--- config.mk ---
export PLATFORM = sky130hd
export DESIGN_NAME = bin2bcd_sub_ctrl
export DESIGN_NICKNAME = d
export VERILOG_FILES = /design/src/rtl/bin2bcd_pkg.sv /design/src/rtl/adder_subtractor_nbit.sv /design/src/rtl/bin2bcd_sub_ctrl.sv
export SDC_FILE = /design/constraint.sdc
export NUM_CORES = 1
export LEC_CHECK = 0
export CELL_PAD_IN_SITES_DETAIL_PLACEMENT = 1
export CELL_PAD_IN_SITES_GLOBAL_PLACEMENT = 1
export CORE_UTILIZATION = 28
export DETAILED_ROUTE_END_ITERATION = 16
export GPL_ROUTABILITY_DRIVEN = 0
export HOLD_SLACK_MARGIN = 0.1
export PLACE_DENSITY_LB_ADDON = 0.05
export SLEW_MARGIN = 20
export SYNTH_ARGS = -nofsm -noshare
export SYNTH_HDL_FRONTEND = slang
export SYNTH_SLANG_ARGS = --single-unit
--- constraint.sdc ---
create_clock -name clk -period 8.2 [get_ports clk]
set_input_delay 1.23 -clock clk [delete_from_list [all_inputs] [get_ports clk]]
set_output_delay 1.23 -clock clk [all_outputs]
set_load 0.1 [all_outputs]
--- src/rtl/bin2bcd_pkg.sv ---
// Shared types and constant helpers for the repeated-subtraction binary-to-BCD converter.
package bin2bcd_pkg;

  typedef enum logic [1:0] {
    IDLE,
    SUB,
    OUT
  } state_t;

  function automatic logic [63:0] pow10(input int unsigned k);
    logic [63:0] p;
    p = 64'd1;
    for (int unsigned i = 0; i < k; i++) begin
      p = p * 64'd10;
    end
    return p;
  endfunction

  function automatic int unsigned clog2(input int unsigned v);
    int unsigned r;
    r = 0;
    while ((64'd1 << r) < 64'(v)) begin
      r++;
    end
    return r;
  endfunction

endpackage

--- src/rtl/adder_subtractor_nbit.sv ---
// N-bit adder/subtractor; add_n=1 computes x - y, with c_out=1 meaning no borrow (x >= y).
module adder_subtractor_nbit #(
  parameter int unsigned n = 8
) (
  input  logic [n-1:0] x,
  input  logic [n-1:0] y,
  input  logic         add_n,
  output logic [n-1:0] s,
  output logic         c_out
);

  logic [n-1:0] y_eff;

  always_comb begin
    y_eff        = y ^ {n{add_n}};
    {c_out, s}   = {1'b0, x} + {1'b0, y_eff} + {{n{1'b0}}, add_n};
  end

endmodule

--- src/rtl/bin2bcd_sub_ctrl.sv ---
// Sequential binary-to-BCD converter: peels off powers of ten one subtraction per cycle
// through a single shared adder/subtractor, with valid/ready on both sides.
module bin2bcd_sub_ctrl
  import bin2bcd_pkg::*;
#(
  parameter int unsigned N      = 8,
  parameter int unsigned DIGITS = 3
) (
  input  logic                  clk,
  input  logic                  reset,
  input  logic                  in_valid,
  output logic                  in_ready,
  input  logic [N-1:0]          bin,
  output logic                  out_valid,
  input  logic                  out_ready,
  output logic [4*DIGITS-1:0]   bcd,
  output logic                  busy
);

  localparam int unsigned DW    = (clog2(DIGITS) > 0) ? clog2(DIGITS) : 1;
  localparam logic [DW-1:0] D_TOP = DW'(DIGITS - 1);

  if (!((pow10(DIGITS - 1) < (64'd1 << N)) && ((64'd1 << N) <= pow10(DIGITS)))) begin : g_bad_params
    $error("bin2bcd_sub_ctrl: DIGITS does not match N");
  end

  state_t              state_q, state_d;
  logic [N-1:0]        r_q, r_d;
  logic [DW-1:0]       d_q, d_d;
  logic [4*DIGITS-1:0] bcd_q, bcd_d;

  logic [N-1:0]        pow10_sel;
  logic [N-1:0]        diff;
  logic                ge;

  always_comb begin
    pow10_sel = '0;
    for (int unsigned i = 0; i < DIGITS; i++) begin
      if (d_q == DW'(i)) begin
        pow10_sel = N'(pow10(i));
      end
    end
  end

  adder_subtractor_nbit #(
    .n(N)
  ) u_addsub (
    .x    (r_q),
    .y    (pow10_sel),
    .add_n(1'b1),
    .s    (diff),
    .c_out(ge)
  );

  always_comb begin
    state_d = state_q;
    r_d     = r_q;
    d_d     = d_q;
    bcd_d   = bcd_q;
    case (state_q)
      IDLE: begin
        if (in_valid) begin
          r_d     = bin;
          bcd_d   = '0;
          d_d     = D_TOP;
          state_d = SUB;
        end
      end
      SUB: begin
        if (ge) begin
          r_d = diff;
          for (int unsigned i = 0; i < DIGITS; i++) begin
            if (d_q == DW'(i)) begin
              bcd_d[4*i +: 4] = bcd_q[4*i +: 4] + 4'd1;
            end
          end
        end else if (d_q == DW'(1)) begin
          // remainder is already below ten here, so it is the ones digit
          bcd_d[3:0] = r_q[3:0];
          state_d    = OUT;
        end else begin
          d_d = d_q - DW'(1);
        end
      end
      OUT: begin
        if (out_ready) begin
          state_d = IDLE;
        end
      end
      default: state_d = IDLE;
    endcase
  end

  always_ff @(posedge clk or posedge reset) begin
    if (reset) begin
      state_q <= IDLE;
      r_q     <= '0;
      d_q     <= D_TOP;
      bcd_q   <= '0;
    end else begin
      state_q <= state_d;
      r_q     <= r_d;
      d_q     <= d_d;
      bcd_q   <= bcd_d;
    end
  end

  assign in_ready  = (state_q == IDLE);
  assign out_valid = (state_q == OUT);
  assign busy      = (state_q != IDLE);
  assign bcd       = bcd_q;

endmodule
==> impl_results.md, run 1 <==
* Sequential fraction of the synthesis area at 35.5%
* Max Cap Viol at 0
* Hold path startpoint: r_q[6]
* Synth Area in Compound Gates at 26.7%
* Drt first pass iters at 4
* Reg2reg end: r_q[5]
* Setup CP Type: register to output port
* Syn-to-layout area delta at 22.7%
* Chip width at 79.8 um
* Root Driver: clkbuf_8
* #FFs+latches synth at 24
* RSZ-0062 raised after global routing: false
* Area post-placement at 2020 um^2
* Final Cycle Share at 42.7%
* First-pass GRT wire length at 7.91 mm
* Routed Antenna Nets at 0
* Worst Path Required at 6.97 ns
* Largest net degree at the start of global routing at 25
* Num CTS Buffers at 3
* Routed vias/inst at 5.26
* Ports at 27
* DRC Markers at 0
* EDFF count, synth at 0
* Synth Area in Adders at 10.8%
* Crit Path Max Fanout at 9
* Reg-to-reg startpoint: d_q[1]
* Number of port buffers at 26
* Initial antenna violation count at 0
* WHS Path Cells at 2
* Commonest non-fill, non-tap cell in the layout: clkdlybuf4s50_1
* Synth Warn # at 0
* 1st-iter DRT viols at 65
* Die Ht at 79.8 um
* R2R cell count at 8
* Worst-Margin Slew at 0.977 ns
* DRT Wirelength at 4.66 mm
* Finished Cell Area at 2080 um^2
* TritonCTS clock tree: done
* Setup Buffers After CTS at 0
* Synth Instances at 175
* Synth Cell Area at 1690 um^2
* Starting density of the core at 29.9%
* Post-Syn Area per Cell at 9.68 um^2
* Simple-gate share of the synthesized area at 15.7%
* Most frequent cells in the layout: clkdlybuf4s50_1, dfrtp_1, nand2_1
* Total Routing Usage GR at 16.2%
* Status: finished, final reports clean
* Hold Path End: r_q[6]
* Yosys top cell by area: dfrtp_1
* Hold Path Class: register to register
* Core Rows at 27
* CTS H-tree lvls at 1
* Slew Viols, Final at 0
* Yosys cell types at 50
* Final setup fails at 0
* CTS resizes at 0
* Synth Area in XOR/XNOR at 2.07%
* F_max at 0.286 GHz
* CP Capture Type: output port
* Pre-CTS setup slack at 4.91 ns
* Delay of the slowest critical-path stage at 1.12 ns
* Core area at 5680 um^2
* Dpl hpwl at 3.57 mm
* Clk_skew at 0.00481 ns
* Layout cells sized above 1 at around 13%
* CP startpoint kind: register
* Arrival @ worst endpoint at 2.27 ns
* Util after Layout at between 30% and 40%
* Clk_lat worst skew at 0.28 ns
* CTS sink count at 24
* Critical-path cell list: or2_2 -> inv_1 -> clkdlybuf4s50_1
* Clock Path Buffers at 2
* Area contributors post-synth: dfrtp_1, ha_1, mux2i_1
* Post-synthesis net count at between 200 and 250
* Worst-path clk slew at 0.09 ns
* R2R setup slack at about 5 ns
* Vias at 1,426
* Largest family of logic cells by synthesized area: compound AO/OA/AOI/OAI gates
* Synth top area share at 34.0%
* Post-synth ARST share at between 90% and 100%
* Top_reg_cell synth: dfrtp_1
* Slew headroom at 34.6%
* # diodes at 0
* Grt ovf at 0
* Full die area at 6370 um^2
* Portion of netlist area occupied by mux cells at under 10%
* DR WL/cell at between 15 and 20 um
* Hold Vio Cnt, Final at 0
* CTS Hold Buffers Added at 0
* Min Clock Period, post-route at around 3.5 ns
* TNS Setup at 0 ns
* Worst path slowest cell: clkdlybuf4s50_1
* Nets at 226
* Final WS setup at 4.70 ns
* Vias in the first global route at 1,589
-- cells by family (layout without fill, tap and decap cells) --
logic type      Yosys count  count (layout)
buf+inv                  17              41
flops                    24              24
xor+xnor                  4               4
compound gates           56              56
mux                       9               9
fa+ha+maj                14              14
simple gates             51              51
-- sequential cells by signal (all words and copies together), names as in the netlist --
register / flops
bcd: 12
r_q: 8
d_q: 2
state_q: 2
-- final cells by class --
cell class | instances | area (um^2)
Clock buffer | 4 | 55.1
Inverter | 10 | 37.5
Sequential cell | 24 | 602
Fill cell | 666 | 3600
Multi-Input combinational cell | 134 | 1030
Tap cell | 72 | 90.1
Timing Repair Buffer | 27 | 268
-- per-layer routing --
metal	track usage [%]	wire length, um
met3	3.31	121
met5	0	0
met2	27.7	2250
met4	2.86	54
met1	21.1	2230
-- metrics by stage --
stage | hold slack, ns | instances
after global routing | 0.544 | 271
after detailed placement | 0.490 | 267
after CTS | 0.513 | 271
final | 0.501 | 271
after global placement | 0.490 | 267
after floorplan | 0.456 | 175
-- worst max-delay path: cells and delay by family, from the launching register on --
kind | cells | cell delay (ns)
simple gates | 1 | 0.34
flops | 1 | 0.48
buf+inv | 2 | 1.18
-- synthesized netlist by cell type, drive strengths merged (2+ instances only) --
master,n
nand2,17
o31a,4
xnor2,2
inv,10
nand4,2
a31oi,2
nand2b,2
dfrtp,23
xor2,2
a211oi,5
o22a,3
or4,3
nor2,10
nand3,4
clkbuf,6
mux2i,8
a21oi,8
ha,13
nor3,2
o22ai,3
or2,4
a22o,2
a21o,5
a32o,3
nor2b,3
o21ai,11
a211o,2
-- how the worst max path moves through the flow --
stage	slack [ns]	depth (start not counted)	from	end
6_report	4.70	3	state_q[1]	in_ready
2_1_floorplan	5.08	2	state_q[0]	out_valid
3_3_place_gp	4.94	6	in_valid	bcd[7]
4_1_cts	4.69	3	state_q[1]	in_ready
5_1_grt	4.64	3	state_q[1]	in_ready
3_5_place_dp	4.91	5	in_valid	r_q[5]
Power of run 1 is not shown: default switching activity piles up to over one toggle a cycle in this logic, so the estimate is an artifact.
==> run 2: changes to the inputs <==
clock period = 2.85 ns   (was 8.2 ns; I/O delays follow)
==> impl_results.md, run 2 (synthesis results as in run 1) <==
* Arrival @ worst endpoint at 2.88 ns
* Critical path's top delay family: compound AO/OA/AOI/OAI gates
* TritonCTS clock tree: done
* First-pass GRT wire length at approximately 8.1 mm
* Routed Antenna Nets at 0
* Setup CP Type: register to register
* Core area at 5680 um^2
* Dpl hpwl at 3.68 mm
* Drt first pass iters at 4
* Full die area at 6370 um^2
* CP Capture Type: register
* Total Routing Usage GR at between 15 and 20%
* Worst-path clk slew at about 0.10 ns
* Core Rows at 27
* Max FFs per register at 12
* Most frequent cells in the layout: buf_4, dfrtp_1, nand2_1
* Vias at 1,466
* Final Cycle Share at 95.2%
* 1st-iter DRT viols at 11
* Starting density of the core at 29.9%
* Hold Path Class: input pin to asynchronous set/reset pin
* F_max at 0.369 GHz
* Routed vias/inst at between 5 and 6
* Worst-Margin Slew at 0.474 ns
* Slew headroom at about 68%
* Status: finished, final reports clean
* Setup crit start: d_q[1]
* # diodes at 0
* TNS Setup at 0 ns
* Nets at 239
* Hold Slack at 0.503 ns
* Slew Viols, Final at 0
* Crit Path Max Fanout at 4
* Clk_lat worst skew at 0.27 ns
* Layout cells sized above 1 at 25.0%
* CTS H-tree lvls at 1
* Hold Vio Cnt, Final at 0
* Worst path slowest cell: dfstp_2
* Reg-to-reg startpoint: d_q[1]
* CP startpoint kind: register
* Critical-path cell list: inv_1 -> ha_1 -> inv_1 -> ha_1 -> o31a_1 -> o22a_2 -> a2111oi_4 -> a31oi_4 -> a32o_1
* Initial antenna violation count at 0
* DR WL/cell at 16.8 um
* Max Cap Viol at 0
* Root Driver: clkbuf_8
* Clock Path Buffers at 2
* Ports at 27
* Num CTS Buffers at 3
* Die Ht at about 80 um
* Worst Path Required at ~3.0 ns
* Chip width at 79.8 um
* Delay of the slowest critical-path stage at 0.55 ns
* Largest net degree at the start of global routing at 25
* Final setup fails at 0
* Min Clock Period, post-route at 2.71 ns
* Vias in the first global route at 1,611
* Commonest non-fill, non-tap cell in the layout: buf_4
* Number of port buffers at 26
* Clk_skew at around 0.0039 ns
* DRC Markers at 0
* CP bufs+invs at 2
* DRT Wirelength at 4.78 mm
* Syn-to-layout area delta at 27.6%
* CTS sink count at 24
* RSZ-0062 raised after global routing: false
* CTS Hold Buffers Added at 0
* Grt ovf at 0
## run 2: cell count changes in the layout (fill, tap and decap cells not counted)
cell             change
clkinv_1             -1
nor3_4               +1
buf_4               +28
clkbuf_8             -1
nor3_2               -1
bufinv_16            +1
inv_1                +1
clkdlybuf4s50_1     -15
## run 2: layout make-up
cell class / instances / area [um^2]
Clock buffer: 3 / 41.3
Clock inverter: 1 / 30.0
Fill cell: 674 / 3510
Inverter: 10 / 37.5
Multi-Input combinational cell: 134 / 1030
Sequential cell: 24 / 602
Tap cell: 72 / 90.1
Timing Repair Buffer: 40 / 328
## run 2: metal layers
metal | track usage [%] | vias to the layer above | routed length [um]
met5 | 0 | - | 0
met4 | 1.61 | 0 | 19
met1 | 21.5 | 723 | 2230
met3 | 2.74 | 2 | 132
li1 | - | 720 | -
met2 | 29.7 | 21 | 2400
## run 2: through the flow
stage | setup slack [ns] | instances | instance area [um^2] | util [%]
2_1_floorplan | 0.146 | 175 | 1690 | -
3_3_place_gp | 0.210 | 279 | 2080 | 36.6
3_5_place_dp | 0.145 | 279 | 2080 | 36.6
4_1_cts | 0.125 | 283 | 2150 | 37.9
5_1_grt | 0.00606 | 284 | 2160 | 38.1
6_report | 0.137 | 284 | 2160 | 38.1
## run 2: path summary, 6_finish.rpt
path | endpoint | slack [ns] | cells past startpoint
worst max-delay path | bcd[0] | 0.14 | 9
worst min-delay path | r_q[5] | 0.50 | 3
worst max register to register | bcd[0] | 0.14 | 9
worst min register to register | r_q[6] | 0.52 | 2
max in group asynchronous | d_q[1] | 2.05 | 3
min in group clk | r_q[6] | 0.52 | 2
## run 2: tightest hold or removal path, stage by stage
cell             delay (ns)
clkdlybuf4s50_1        0.39
inv_1                  0.05
buf_4                  0.32
## run 2: timing repair
item	CTS	global route
setup buffers	0	1
resized for setup	0	1
endpoints found under the setup margin	0	5
Power of run 2 is left out for the same reason.
